$ cat src/rtl/fb_pkg.sv
// fb_pkg: shared frame-buffer geometry, bus widths and arbiter state encoding
package fb_pkg;
    localparam int FB_COLS = 640;
    localparam int FB_ROWS = 480;
    localparam int FB_PIXELS = FB_COLS * FB_ROWS;
    localparam int DEF_ADDR_W = 20;
    localparam int DEF_DATA_W = 16;
    typedef enum logic [1:0] {IDLE, RD_ISSUE, RD_WAIT, WR_ISSUE} arb_state_t;
endpackage

$ cat src/rtl/sdram_port_arbiter_if.sv
// sdram_port_arbiter_if: pixel request port plus Avalon-MM master port of the arbiter
interface sdram_port_arbiter_if import fb_pkg::*; #(
    parameter int ADDR_W = DEF_ADDR_W,
    parameter int DATA_W = DEF_DATA_W
) ();
    logic Read, Write, Busy, ReadValid, Timeout_Err;
    logic [ADDR_W-1:0] R_Address, W_Address, Avm_Address;
    logic [DATA_W-1:0] BitData, ReadData, Avm_WriteData, Avm_ReadData;
    logic [7:0] Drop_Count;
    logic Avm_Read, Avm_Write, Avm_WaitRequest, Avm_ReadDataValid;
    modport master (
        input Read, R_Address, Write, W_Address, BitData, Avm_WaitRequest, Avm_ReadData, Avm_ReadDataValid,
        output Busy, ReadData, ReadValid, Timeout_Err, Drop_Count, Avm_Address, Avm_Read, Avm_Write, Avm_WriteData
    );
    modport slave (
        output Read, R_Address, Write, W_Address, BitData, Avm_WaitRequest, Avm_ReadData, Avm_ReadDataValid,
        input Busy, ReadData, ReadValid, Timeout_Err, Drop_Count, Avm_Address, Avm_Read, Avm_Write, Avm_WriteData
    );
endinterface

$ cat src/rtl/sdram_port_arbiter.sv
// sdram_port_arbiter: sequences single-pixel read/write requests onto an Avalon-MM SDRAM port, reads first
module sdram_port_arbiter import fb_pkg::*; #(
    parameter int ADDR_W = DEF_ADDR_W,
    parameter int DATA_W = DEF_DATA_W,
    parameter int TIMEOUT_CYCLES = 64
) (
    input logic Clk,
    input logic Reset,
    sdram_port_arbiter_if.master bus
);
    localparam int CNT_W = $clog2(TIMEOUT_CYCLES);
    arb_state_t state, state_nxt;
    logic rd_pend, wr_pend, rd_done, rd_timeout;
    logic [ADDR_W-1:0] rd_addr, wr_addr;
    logic [DATA_W-1:0] wr_data;
    logic [CNT_W-1:0] cnt;
    logic [8:0] drop_sum;

    always_comb begin
        rd_timeout = cnt == CNT_W'(TIMEOUT_CYCLES - 1);
        rd_done = state == RD_WAIT && (bus.Avm_ReadDataValid || rd_timeout);
        drop_sum = {1'b0, bus.Drop_Count} + {8'd0, bus.Read} + {8'd0, bus.Write};
        bus.Busy = state != IDLE || rd_pend || wr_pend;
        bus.Avm_Read = state == RD_ISSUE;
        bus.Avm_Write = state == WR_ISSUE;
        bus.Avm_Address = state == RD_ISSUE ? rd_addr : state == WR_ISSUE ? wr_addr : '0;
        bus.Avm_WriteData = state == WR_ISSUE ? wr_data : '0;
        state_nxt = state;
        case (state)
            IDLE:     state_nxt = rd_pend ? RD_ISSUE : wr_pend ? WR_ISSUE : IDLE;
            RD_ISSUE: state_nxt = bus.Avm_WaitRequest ? RD_ISSUE : RD_WAIT;
            RD_WAIT:  state_nxt = !rd_done ? RD_WAIT : wr_pend ? WR_ISSUE : IDLE;
            WR_ISSUE: state_nxt = bus.Avm_WaitRequest ? WR_ISSUE : rd_pend ? RD_ISSUE : IDLE;
            default:  state_nxt = IDLE;
        endcase
    end

    always_ff @(posedge Clk) begin
        if (Reset) state <= IDLE;
        else state <= state_nxt;
    end

    // Acceptance only happens in IDLE, so it never collides with the pend clears below
    always_ff @(posedge Clk) begin
        if (Reset) begin
            rd_pend <= 1'b0;
            wr_pend <= 1'b0;
            rd_addr <= '0;
            wr_addr <= '0;
            wr_data <= '0;
            cnt <= '0;
            bus.ReadData <= '0;
            bus.ReadValid <= 1'b0;
            bus.Timeout_Err <= 1'b0;
            bus.Drop_Count <= '0;
        end else begin
            bus.ReadValid <= rd_done;
            cnt <= state == RD_WAIT ? cnt + 1'b1 : '0;
            if (!bus.Busy) begin
                if (bus.Read) begin
                    rd_pend <= 1'b1;
                    rd_addr <= bus.R_Address;
                end
                if (bus.Write) begin
                    wr_pend <= 1'b1;
                    wr_addr <= bus.W_Address;
                    wr_data <= bus.BitData;
                end
            end else begin
                bus.Drop_Count <= drop_sum[8] ? 8'hFF : drop_sum[7:0];
            end
            if (state == RD_ISSUE && !bus.Avm_WaitRequest) rd_pend <= 1'b0;
            if (state == WR_ISSUE && !bus.Avm_WaitRequest) wr_pend <= 1'b0;
            if (rd_done) begin
                bus.ReadData <= bus.Avm_ReadDataValid ? bus.Avm_ReadData : '0;
                bus.Timeout_Err <= bus.Timeout_Err | !bus.Avm_ReadDataValid;
            end
        end
    end
endmodule

$ cat src/flat_wrapper.sv
// flat-port wrapper written by rule: the top's interface ports become plain ports
module sdram_port_arbiter_flat import fb_pkg::*;
#(
    parameter int ADDR_W = DEF_ADDR_W,
    parameter int DATA_W = DEF_DATA_W,
    parameter int TIMEOUT_CYCLES = 64
)
  (Clk, Reset, bus_Read, bus_R_Address, bus_Write, bus_W_Address, bus_BitData, bus_Avm_WaitRequest, bus_Avm_ReadData, bus_Avm_ReadDataValid, bus_Busy, bus_ReadData, bus_ReadValid, bus_Timeout_Err, bus_Drop_Count, bus_Avm_Address, bus_Avm_Read, bus_Avm_Write, bus_Avm_WriteData);
  sdram_port_arbiter_if #(.ADDR_W(ADDR_W), .DATA_W(DATA_W)) bus_i ();
  input logic Clk;
  input logic Reset;
  input wire logic [$bits(bus_i.Read)-1:0] bus_Read;
  input wire logic [$bits(bus_i.R_Address)-1:0] bus_R_Address;
  input wire logic [$bits(bus_i.Write)-1:0] bus_Write;
  input wire logic [$bits(bus_i.W_Address)-1:0] bus_W_Address;
  input wire logic [$bits(bus_i.BitData)-1:0] bus_BitData;
  input wire logic [$bits(bus_i.Avm_WaitRequest)-1:0] bus_Avm_WaitRequest;
  input wire logic [$bits(bus_i.Avm_ReadData)-1:0] bus_Avm_ReadData;
  input wire logic [$bits(bus_i.Avm_ReadDataValid)-1:0] bus_Avm_ReadDataValid;
  output wire logic [$bits(bus_i.Busy)-1:0] bus_Busy;
  output wire logic [$bits(bus_i.ReadData)-1:0] bus_ReadData;
  output wire logic [$bits(bus_i.ReadValid)-1:0] bus_ReadValid;
  output wire logic [$bits(bus_i.Timeout_Err)-1:0] bus_Timeout_Err;
  output wire logic [$bits(bus_i.Drop_Count)-1:0] bus_Drop_Count;
  output wire logic [$bits(bus_i.Avm_Address)-1:0] bus_Avm_Address;
  output wire logic [$bits(bus_i.Avm_Read)-1:0] bus_Avm_Read;
  output wire logic [$bits(bus_i.Avm_Write)-1:0] bus_Avm_Write;
  output wire logic [$bits(bus_i.Avm_WriteData)-1:0] bus_Avm_WriteData;
  assign bus_i.Read = bus_Read;
  assign bus_i.R_Address = bus_R_Address;
  assign bus_i.Write = bus_Write;
  assign bus_i.W_Address = bus_W_Address;
  assign bus_i.BitData = bus_BitData;
  assign bus_i.Avm_WaitRequest = bus_Avm_WaitRequest;
  assign bus_i.Avm_ReadData = bus_Avm_ReadData;
  assign bus_i.Avm_ReadDataValid = bus_Avm_ReadDataValid;
  assign bus_Busy = bus_i.Busy;
  assign bus_ReadData = bus_i.ReadData;
  assign bus_ReadValid = bus_i.ReadValid;
  assign bus_Timeout_Err = bus_i.Timeout_Err;
  assign bus_Drop_Count = bus_i.Drop_Count;
  assign bus_Avm_Address = bus_i.Avm_Address;
  assign bus_Avm_Read = bus_i.Avm_Read;
  assign bus_Avm_Write = bus_i.Avm_Write;
  assign bus_Avm_WriteData = bus_i.Avm_WriteData;
  sdram_port_arbiter #(.ADDR_W(ADDR_W), .DATA_W(DATA_W), .TIMEOUT_CYCLES(TIMEOUT_CYCLES)) u_core (.Clk(Clk), .Reset(Reset), .bus(bus_i));
endmodule
$ cat config.mk
export PLATFORM = sky130hd
export DESIGN_NAME = sdram_port_arbiter_flat
export DESIGN_NICKNAME = d
export VERILOG_FILES = /design/src/rtl/fb_pkg.sv /design/src/rtl/sdram_port_arbiter_if.sv /design/src/rtl/sdram_port_arbiter.sv /design/src/flat_wrapper.sv
export SDC_FILE = /design/constraint.sdc
export NUM_CORES = 1
export LEC_CHECK = 0
export ABC_AREA = 1
export BUFFER_PORTS_ARGS = -buffer_cell sky130_fd_sc_hd__buf_4
export CAP_MARGIN = 5
export CORE_UTILIZATION = 25
export CTS_CLUSTER_DIAMETER = 80
export DETAILED_ROUTE_END_ITERATION = 8
export PLACE_DENSITY = 0.45
export SETUP_SLACK_MARGIN = 0.02
export SKIP_LAST_GASP = 1
export SYNTH_ARGS = -nofsm -noshare
export SYNTH_HDL_FRONTEND = slang
export SYNTH_SLANG_ARGS = --single-unit
$ cat constraint.sdc
create_clock -name Clk -period 4.6 [get_ports Clk]
set_input_delay 1.15 -clock Clk [delete_from_list [all_inputs] [get_ports Clk]]
set_output_delay 1.15 -clock Clk [all_outputs]
set_load 0.01 [all_outputs]
# --- Word level (Yosys, flattened, before mapping) ---
# Index checks and enable logic that the tools add are counted.
classes:
  addsub: 3
  eq_ne: 4
  muxes: 12
  n_bitwise: 3
  n_reduce_logical: 15
op_table:
  columns: ["op", "count"]
  rows:
  - ["$mux W20", 2]
  - ["$mux W16", 2]
  - ["$mux W2", 5]
  - ["$add A8 B1 Y9", 1]
  - ["$add A9 B1 Y9", 1]
  - ["$mux W8", 1]
  - ["$pmux W2 S4", 1]
  - ["$add A6 B1 Y6 const B", 1]
  - ["$eq A6 B6 Y1 const B", 1]
  - ["$reduce_or A2 Y1", 3]
  - ["$eq A2 B2 Y1 const B", 2]
  - ["$reduce_and A2 Y1", 2]
  - ["$logic_and A1 B1 Y1", 3]
  - ["$logic_or A1 B1 Y1", 3]
  - ["$eq A2 B1 Y1 const B", 1]
  - ["$logic_not A1 Y1", 2]
  - ["$logic_not A2 Y1", 1]
  - ["$not A1 Y1", 2]
  - ["$reduce_bool A2 Y1", 1]
  - ["$mux W1", 1]
  - ["$or A1 B1 Y1", 1]
word_totals:
  reg_bits: 92
  inputBits: 78

# --- Logic depth before layout (Yosys ltp) ---
# Gate-level depths: netlist of run 1.
depth:
  word_depth: 5
  ltp_mapped: 12
  depth_no_buf: 11

# --- Least setup slack after synthesis of run 1 ---
# OpenSTA, ideal clock, no wires.
synth_timing:
  path_type: "input to register"
  start: "input bus_Write"
  end: "register u_core.bus.Drop_Count[6]"
  arrival_ps: 2648
  required_ps: 4483
  setup_slack_ps: 1836
  path_stages: 10
  path_buffers: 1
  path_cell_list: "clkbuf_1 -> inv_1 -> fa_1 -> inv_1 -> ha_1 -> nand2_1 -> nor2_1 -> nand3_1 -> nor3_1 -> nor2_1"
synth_via:
  elab_chain_len: 2
synth_rtl:
  columns: ["element", "line", "rtl"]
  rows:
  - ["start: declaration", "flat_wrapper.sv:14", "input wire logic [$bits(bus_i.Write)-1:0] bus_Write;"]
  - ["$add A9 B1 Y9", "sdram_port_arbiter.sv:22", "drop_sum = {1'b0, bus.Drop_Count} + {8'd0, bus.Read} + {8'd0, bus.Write};"]
  - ["$mux W8", "sdram_port_arbiter.sv:70", "bus.Drop_Count <= drop_sum[8] ? 8'hFF : drop_sum[7:0];"]
  - ["end signal: assignment", "sdram_port_arbiter.sv:70", null]
  - ["end: declaration", "sdram_port_arbiter_if.sv:13", "output Busy, ReadData, ReadValid, Timeout_Err, Drop_Count, Avm_Address, Avm_Read, Avm_Write, Avm_WriteData"]
# No other way between the ends.
# A chain may end at the register's enable or synchronous reset.

# --- Final worst setup path of run 1 ---
layout_timing:
  start: "register u_core.state[0]"
  end: "output bus_Avm_Address[15]"
layout_via:
  elab_chain_len: 3
layout_rtl:
  columns: ["element", "line", "rtl"]
  rows:
  - ["start: declaration", "sdram_port_arbiter.sv:12", "arb_state_t state, state_nxt;"]
  - ["start signal: assignment", "sdram_port_arbiter.sv:40", "else state <= state_nxt;"]
  - ["$eq A2 B2 Y1", "sdram_port_arbiter.sv:26", "bus.Avm_Address = state == RD_ISSUE ? rd_addr : state == WR_ISSUE ? wr_addr : '0;"]
  - ["$mux W20", "sdram_port_arbiter.sv:26", null]
  - ["$mux W20 (*)", "sdram_port_arbiter.sv:26", null]
  - ["end: declaration", "flat_wrapper.sv:25", "output wire logic [$bits(bus_i.Avm_Address)-1:0] bus_Avm_Address;"]
# Every way passes the cells marked *; elsewhere a longest branch is shown, timed or not.

==> impl_metrics.csv, run 1 <==
group,metric,value,unit
status,status,"complete, no violations",
grt,grt_max_degree,64,
clocking,hold_buffers,0,
floorplan,start_util,26.0,%
clocking,cts_max_path_buffers,2,
flow_run,maxCapViolations,0,
placed_design,gp_congestion,0.770,
floorplan,rows,44,
setup_path,worstPathArrival,2340,ps
setup_path,critPathLaunch,"u_core.state[0]",
detailed_routing,avgViaCountPerCell,4.52,
cells_and_area,drive_gt1_share,27.4,%
yosys,yosysSeqAreaShare,48.1,%
cells_and_area,layout_common_cells,"buf_4 (143), nand2_1 (97), dfxtp_1 (92)",
pwr,p_leak,2.25,nW
setup_path,worstPathRequired,3450,ps
detailed_routing,final_antenna_net_count,0,
sta,fin_worst_skew,6.31,ps
placed_design,dp.cells,785,
cells_and_area,fin_util,35.5,%
detailed_routing,drtIter0Drc,157,
sta,tightest_slew,848,ps
cells_and_area,syn2layout_area_growth,36.6,%
sta,min_period,3490,ps
setup_path,worstPathMaxFanout,21,
clocking,cts_made_buffers,9,
cells_and_area,nNetsFinal,693,
detailed_routing,detail_route.first_pass.iterations,4,
clocking,cts_tree,"done",
pwr,peakVddDrop,0.144,mV
clocking,cts_setup_buffers,0,
floorplan,io_pins,143,
sta,drv_slew,0,
detailed_routing,route.detailed.drc,0,
setup_path,end_kind,"output port",
yosys,synth_fp_nets,571,
cells_and_area,diodes,0,
sta,setup_viol,0,
hold_path,hp-start,"u_core.wr_data[10]",
floorplan,die_width,126,um
sta,period_share,75.8,%
grt,antenna_found_initial,0,
grt,grt_pass1_vias,3549,
detailed_routing,wl,11200,um
pwr,power_density,500,mW/mm2
grt,grt_pass1_wl,18000,um
yosys,yosys_warnings,0,
grt,grt_util_all_layers,14.5,%
placed_design,detailed_place_hpwl,7560,um
yosys,syn-cell-area,0.00383,mm2
floorplan,core-area,0.0148,mm2
pwr,total_power,2.61,mW
yosys,yosys_register_bits,92,
clocking,cts_root_buf,"clkbuf_16",
cells_and_area,instances_no_fill,801,
yosys,synthCells,490,
sta,hold_violations,0,
setup_path,critPathLaunchType,"flop",
setup_path,regToRegStartpoint,"u_core.state[0]",
setup_path,critical_path_class,"flop to output port",
grt,grt-ovfl-total,0,
clocking,htreeDepth,3,
clocking,cts.sinks,92,
sta,slew_headroom,43.3,%
detailed_routing,vias,3624,
yosys,synth_cell_types,32,
sta,rsz0062_at_grt,"no",
floorplan,die_area,0.0158,mm2
hold_path,hold_path.class,"flop to flop",
detailed_routing,post_drt_wl_per_cell,14.0,um
yosys,synth.avg_cell_area,7.82,um2
sta,clock.fmax,0.287,GHz
clocking,cts_resized,0,
clocking,insertion_delay,340,ps
cells_and_area,layout_commonest_cell,"buf_4",
placed_design,numPortBuffers,142,
clocking,path_clk_slew,60,ps
sta,tns,0,ps
floorplan,die_h,126,um
-- final timing paths --
path                              end  slack, ps  cells past startpoint
hold / removal     u_core.wr_data[10]        450                      2
hold reg to reg    u_core.wr_data[10]        450                      2
setup reg to reg   u_core.rd_addr[15]       2430                      6
setup / recovery  bus_Avm_Address[15]       1110                      4
-- sequential cells by signal, indices dropped and copies added, names as in the netlist --
register	cells
u_core.wr_pend	1
u_core.bus.Timeout_Err	1
u_core.bus.ReadValid	1
u_core.bus.Drop_Count	8
u_core.wr_addr	20
u_core.bus.ReadData	16
u_core.cnt	6
u_core.rd_pend	1
u_core.wr_data	16
u_core.state	2
u_core.rd_addr	20
-- cells in the mapped netlist --
| cell | n | share of area [%] |
|---|---|---|
| nand2_1 | 97 | 9.5 |
| dfxtp_1 | 92 | 48 |
| a21oi_1 | 81 | 11 |
| nand3_1 | 47 | 6.1 |
| inv_1 | 40 | 3.9 |
| nor2_1 | 32 | 3.1 |
| a22o_1 | 20 | 4.6 |
| clkbuf_1 | 13 | 1.3 |
| o21ai_1 | 13 | 1.7 |
| buf_4 | 12 | 2.4 |
| o21ai_0 | 6 | 0.78 |
| buf_2 | 5 | 0.65 |
| xor2_1 | 4 | 0.91 |
| nand2_4 | 3 | 0.88 |
| o211ai_1 | 3 | 0.59 |
| a31oi_1 | 2 | 0.33 |
| buf_6 | 2 | 0.59 |
| ha_1 | 2 | 0.65 |
| nand4_1 | 2 | 0.33 |
| nor2_2 | 2 | 0.33 |
| fa_1 | 1 | 0.52 |
| inv_2 | 1 | 0.098 |
| inv_4 | 1 | 0.16 |
| nand2_2 | 1 | 0.16 |
| nand3b_1 | 1 | 0.20 |
| nand4_2 | 1 | 0.33 |
| nor2_4 | 1 | 0.29 |
| nor3_1 | 1 | 0.13 |
| o21ai_2 | 1 | 0.23 |
| or2_0 | 1 | 0.16 |
| or2_2 | 1 | 0.16 |
| xnor2_1 | 1 | 0.23 |
-- per-stage QoR --
stage               hold slack [ps]  setup slack, ps  area, um2
global placement                429             1510       4950
global route                    478              863       5230
CTS                             457             1050       5230
finish                          454             1110       5230
detailed placement              448             1430       4950
floorplan                       418             1840       3830
-- critical path: stages, from the launching register on --
cell     delay, ps
dfxtp_1        440
nand2_1        400
inv_1          740
a22o_1         280
buf_4          120
-- kinds of logic after synthesis --
kind of cell / Yosys count / synth area share (%)
AND/OR/NAND/NOR: 190 / 21.8
AO/OA/AOI/OAI: 126 / 18.8
flip-flops: 92 / 48.1
buffers and inverters: 74 / 9.05
XOR/XNOR: 5 / 1.14
adder cells (fa/ha/maj): 3 / 1.18
-- per-layer routing --
metal  up-vias  wire length [um]  GRT usage (%)
met3        12               872           4.93
li1       1878                 -              -
met2       104              4810           22.1
met1      1630              5360           18.6
met5         -                 0              0
met4         0               163           6.02
-- report_power, final --
group | internal, mW | leakage [nW] | switching, mW
Combinational | 0.290 | 1.36 | 0.548
Sequential | 0.963 | 0.751 | 0.0936
Clock | 0.419 | 0.139 | 0.302
Total | 1.67 | 2.25 | 0.943
-- layout make-up --
cell class                      count  area [um2]
Tap cell                          184         230
Inverter                           42         160
Clock buffer                       11         233
Clock inverter                      5        52.6
Multi-Input combinational cell    324        1640
Timing Repair Buffer              143        1070
Sequential cell                    92        1840
Fill cell                        1569        9520
No activity file was read; power rests on OpenSTA's default activity.
==> inputs of run 2 (changes only) <==
Clock period 4.6 ns to 3.5 ns, I/O delays scaled along.
==> run 2 against run 1 <==
Register-to-register slack got worse by 1100 ps; hold slack got worse by 5.1 ps; final cell count did not move; design area fell by 0.19%; wire length fell by 0.49%; non-clock buffer count rose by 1; sequential share of layout area rose by 0.067 points; largest cell class unchanged.
==> impl_metrics.csv, run 2 (synthesized netlist as in run 1, its figures left out) <==
group,metric,value,unit
sta,clock.fmax,0.340,GHz
cells_and_area,layout_commonest_cell,"buf_4",
floorplan,rows,44,
detailed_routing,final_antenna_net_count,0,
detailed_routing,vias,3667,
setup_path,critPathLaunch,"u_core.state[0]",
clocking,hold_buffers,0,
cells_and_area,syn2layout_area_growth,36.4,%
clocking,cts_resized,0,
grt,grt_max_degree,64,
detailed_routing,drtIter0Drc,227,
setup_path,worstPathMaxFanout,21,
sta,fin_ws,562,ps
cells_and_area,top_regs,"u_core.rd_addr: 20 flops, u_core.wr_addr: 20 flops",
flow_run,maxCapViolations,0,
sta,tightest_slew,828,ps
sta,fin_worst_skew,8.70,ps
floorplan,core-area,0.0148,mm2
detailed_routing,wl,11200,um
sta,period_share,83.9,%
setup_path,critPathLaunchType,"flop",
placed_design,gp_congestion,0.759,
grt,grt_util_all_layers,14.4,%
placed_design,pre_cts_slack,835,ps
cells_and_area,diodes,0,
setup_path,regToRegStartpoint,"u_core.state[1]",
setup_path,crit_end,"bus_Avm_Address[11]",
setup_path,worstRegToRegCells,6,
clocking,cts_root_buf,"clkbuf_16",
sta,tns,0,ps
cells_and_area,drive_gt1_share,27.7,%
setup_path,worstPathRequired,2620,ps
cells_and_area,layout_common_cells,"buf_4 (144), nand2_1 (97), dfxtp_1 (92)",
placed_design,numPortBuffers,142,
pwr,total_power,3.38,mW
floorplan,io_pins,143,
clocking,insertion_delay,350,ps
floorplan,die_h,126,um
sta,setup_viol,0,
placed_design,detailed_place_hpwl,7420,um
setup_path,worstPathArrival,2060,ps
floorplan,die_area,0.0158,mm2
cells_and_area,fin_util,35.4,%
clocking,path_clk_slew,60,ps
setup_path,reg2reg_setup_slack,1380,ps
sta,rsz0062_at_grt,"no",
sta,hold_violations,0,
detailed_routing,route.detailed.drc,0,
grt,grt-ovfl-total,0,
pwr,power_density,647,mW/mm2
clocking,cts_max_path_buffers,2,
clocking,cts_tree,"done",
clocking,htreeDepth,3,
grt,grt_pass1_wl,18100,um
floorplan,start_util,26.0,%
pwr,p_leak,2.25,nW
clocking,cts_setup_buffers,0,
grt,antenna_found_initial,0,
floorplan,die_width,126,um
detailed_routing,post_drt_wl_per_cell,13.9,um
status,status,"complete, no violations",
grt,grt_pass1_vias,3600,
setup_path,r2r_end,"u_core.rd_addr[14]",
detailed_routing,avgViaCountPerCell,4.58,
clocking,cts.sinks,92,
hold_path,hold_path.class,"flop to flop",
sta,slew_headroom,44.7,%
pwr,peakVddDrop,0.270,mV
cells_and_area,nFillCells,1588,
sta,min_period,2940,ps
detailed_routing,detail_route.first_pass.iterations,4,
setup_path,critical_path_class,"flop to output port",
cells_and_area,nNetsFinal,694,
setup_path,end_kind,"output port",
sta,drv_slew,0,
clocking,cts_made_buffers,9,
run 2: routing by layer:
metal,GRT usage [%],up-vias,routed length [um]
met3,4.89,13,849
met1,18.5,1661,5250
met5,0,-,0
met2,22.0,121,4880
met4,6.24,0,174
li1,-,1872,-
run 2: critical path: stages (launching register included):
cell,delay (ps)
dfxtp_1,440
nand2_1,80
buf_4,200
inv_1,570
a22o_1,280
buf_4,130
run 2: final cells by class:
type / instances / area (um2) / area share, %
inverter: 42 / 160 / 3.07
clock buffer: 10 / 239 / 4.58
clock inverter: 5 / 28.8 / 0.551
sequential: 92 / 1840 / 35.3
multi-input combinational: 324 / 1640 / 31.4
tap: 184 / 230 / 4.41
timing repair buffer: 144 / 1080 / 20.7
run 2: per-stage QoR:
| step | hold slack, ps | area (um2) | std cells |
|---|---|---|---|
| after floorplan | 418 | 3830 | 490 |
| after global placement | 431 | 4950 | 786 |
| after detailed placement | 445 | 4950 | 786 |
| after CTS | 455 | 5220 | 801 |
| after global routing | 472 | 5220 | 801 |
| final | 448 | 5220 | 801 |
run 2: worst min path at each step:
stage | from | end | cells past startpoint
2_1_floorplan | u_core.cnt[0] | u_core.cnt[0] | 1
3_3_place_gp | u_core.cnt[0] | u_core.cnt[0] | 1
3_5_place_dp | u_core.cnt[0] | u_core.cnt[0] | 1
4_1_cts | u_core.cnt[0] | u_core.cnt[0] | 1
5_1_grt | u_core.wr_data[5] | u_core.wr_data[5] | 2
6_report | u_core.cnt[0] | u_core.cnt[0] | 1
run 2: power breakdown:
part           internal, mW  total, mW  switching [mW]
Clock                 0.493      0.899           0.406
Combinational         0.384       1.10           0.720
Sequential             1.27       1.38           0.113
==> inputs of run 3 (changes only) <==
Settings changed: PLACE_DENSITY 0.45 to 0.47.
Clock period 3.5 ns to 2.7 ns, I/O delays scaled along.
==> run 3 against run 2 <==
Register-to-register slack worse by 630 ps; global-route usage is 0.20 points lower; worst setup slack worse by 120 ps; design area is 0.91% higher; final cell count is 0.75% higher; clock power is 30% higher; hold slack worse by 2.8 ps; clock skew is 1.5 ps lower; non-clock buffer count is 6 higher; clock-buffer cell count is 3 higher; largest power group unchanged.
==> impl_metrics.csv, run 3 (synthesized netlist as in run 1, its figures left out) <==
group,metric,value,unit
status,status,"complete, no violations",
sta,rsz0062_at_grt,"no",
clocking,cts_setup_buffers,0,
detailed_routing,wl,11200,um
flow_run,maxCapViolations,0,
cells_and_area,top_regs,"u_core.rd_addr: 20 flops, u_core.wr_addr: 20 flops",
floorplan,die_width,126,um
sta,period_share,83.7,%
grt,grt_pass1_wl,17800,um
cells_and_area,final_area,0.00527,mm2
setup_path,critPathLaunchType,"flop",
sta,setup_viol,0,
detailed_routing,post_drt_wl_per_cell,13.9,um
detailed_routing,final_antenna_net_count,0,
cells_and_area,layout_commonest_cell,"buf_4",
setup_path,worstRegToRegCells,10,
clocking,hold_buffers,0,
setup_path,worstPathMaxFanout,21,
cells_and_area,diodes,0,
cells_and_area,layout_common_cells,"buf_4 (150), nand2_1 (97), dfxtp_1 (92)",
sta,hold_violations,0,
placed_design,dp.cells,792,
pwr,total_power,4.44,mW
setup_path,critical_path_class,"flop to output port",
sta,min_period,2260,ps
detailed_routing,drtIter0Drc,184,
placed_design,pre_cts_slack,417,ps
placed_design,detailed_place_hpwl,7600,um
clocking,insertion_delay,350,ps
setup_path,worstPathArrival,1590,ps
floorplan,start_util,26.0,%
setup_path,worstPathRequired,2030,ps
cells_and_area,drive_gt1_share,28.1,%
clocking,cts.sinks,92,
clocking,cts_max_path_buffers,2,
sta,fin_ws,439,ps
pwr,power_density,842,mW/mm2
pwr,p_leak,2.28,nW
setup_path,r2r_end,"u_core.bus.Drop_Count[7]",
clocking,cts_resized,0,
detailed_routing,vias,3680,
sta,clock.fmax,0.442,GHz
hold_path,hold_depth,1,
clocking,cts_made_buffers,9,
grt,grt_pass1_vias,3542,
floorplan,rows,44,
grt,grt-ovfl-total,0,
floorplan,core-area,0.0148,mm2
cells_and_area,instances_no_fill,807,
sta,tns,0,ps
detailed_routing,avgViaCountPerCell,4.56,
clocking,htreeDepth,3,
grt,antenna_found_initial,0,
setup_path,end_kind,"output port",
cells_and_area,syn2layout_area_growth,37.6,%
sta,hold_ws,446,ps
sta,drv_slew,0,
grt,grt_max_degree,57,
clocking,path_clk_slew,60,ps
setup_path,reg2reg_setup_slack,750,ps
clocking,cts_tree,"done",
floorplan,die_h,126,um
floorplan,io_pins,143,
hold_path,holdPathEnd,"u_core.cnt[0]",
cells_and_area,nNetsFinal,700,
placed_design,numPortBuffers,142,
setup_path,critPathLaunch,"u_core.state[0]",
grt,grt_util_all_layers,14.2,%
clocking,cts_root_buf,"clkbuf_16",
pwr,peakVddDrop,0.353,mV
detailed_routing,route.detailed.drc,0,
setup_path,regToRegStartpoint,"u_core.bus.Drop_Count[0]",
placed_design,placed_area,0.00500,mm2
cells_and_area,fin_util,35.7,%
floorplan,die_area,0.0158,mm2
hold_path,hp-start,"u_core.cnt[0]",
sta,fin_worst_skew,7.20,ps
placed_design,gp_congestion,0.770,
detailed_routing,detail_route.first_pass.iterations,5,
hold_path,hold_path.class,"flop to flop",
sta,tightest_slew,711,ps
sta,slew_headroom,52.5,%
## run 3: changes by cell type in the layout (fill, tap and decap cells not counted), sizes merged
cell,previous run,this run
clkbuf,10,13
clkinv,5,2
buf,144,150
## run 3: per-layer routing
metal  global-route usage [%]  wire length (um)  up-vias
met5                        0                 0        -
met4                     4.68               142        0
met3                     5.10               781       13
met2                     22.6              5090      111
met1                     17.9              5190     1682
li1                         -                 -     1874
## run 3: power by group
part / internal, mW / total, mW / switching, mW / leakage, nW
clock network: 0.666 / 1.17 / 0.499 / 0.135
logic: 0.534 / 1.48 / 0.947 / 1.39
registers: 1.64 / 1.79 / 0.149 / 0.751
## run 3: worst max path at each step
stage / to / slack, ps / depth (start not counted)
2_1_floorplan: u_core.bus.Drop_Count[6] / 410 / 10
3_3_place_gp: u_core.bus.Drop_Count[6] / 450 / 10
3_5_place_dp: u_core.bus.Drop_Count[7] / 420 / 11
4_1_cts: bus_Avm_Address[13] / 420 / 5
5_1_grt: bus_Avm_Address[15] / 310 / 5
6_report: bus_Avm_Address[15] / 440 / 5
## run 3: final cells by class
cell class	count	area (um2)
Clock buffer	13	260
Clock inverter	2	10.0
Fill cell	1564	9480
Inverter	42	160
Multi-Input combinational cell	324	1640
Sequential cell	92	1840
Tap cell	184	230
Timing Repair Buffer	150	1130
## run 3: critical path, stage by stage, from the launching register on
cell     delay, ps
dfxtp_1        440
nand2_1        120
inv_1           70
buf_4          270
a22o_1         210
buf_4          130
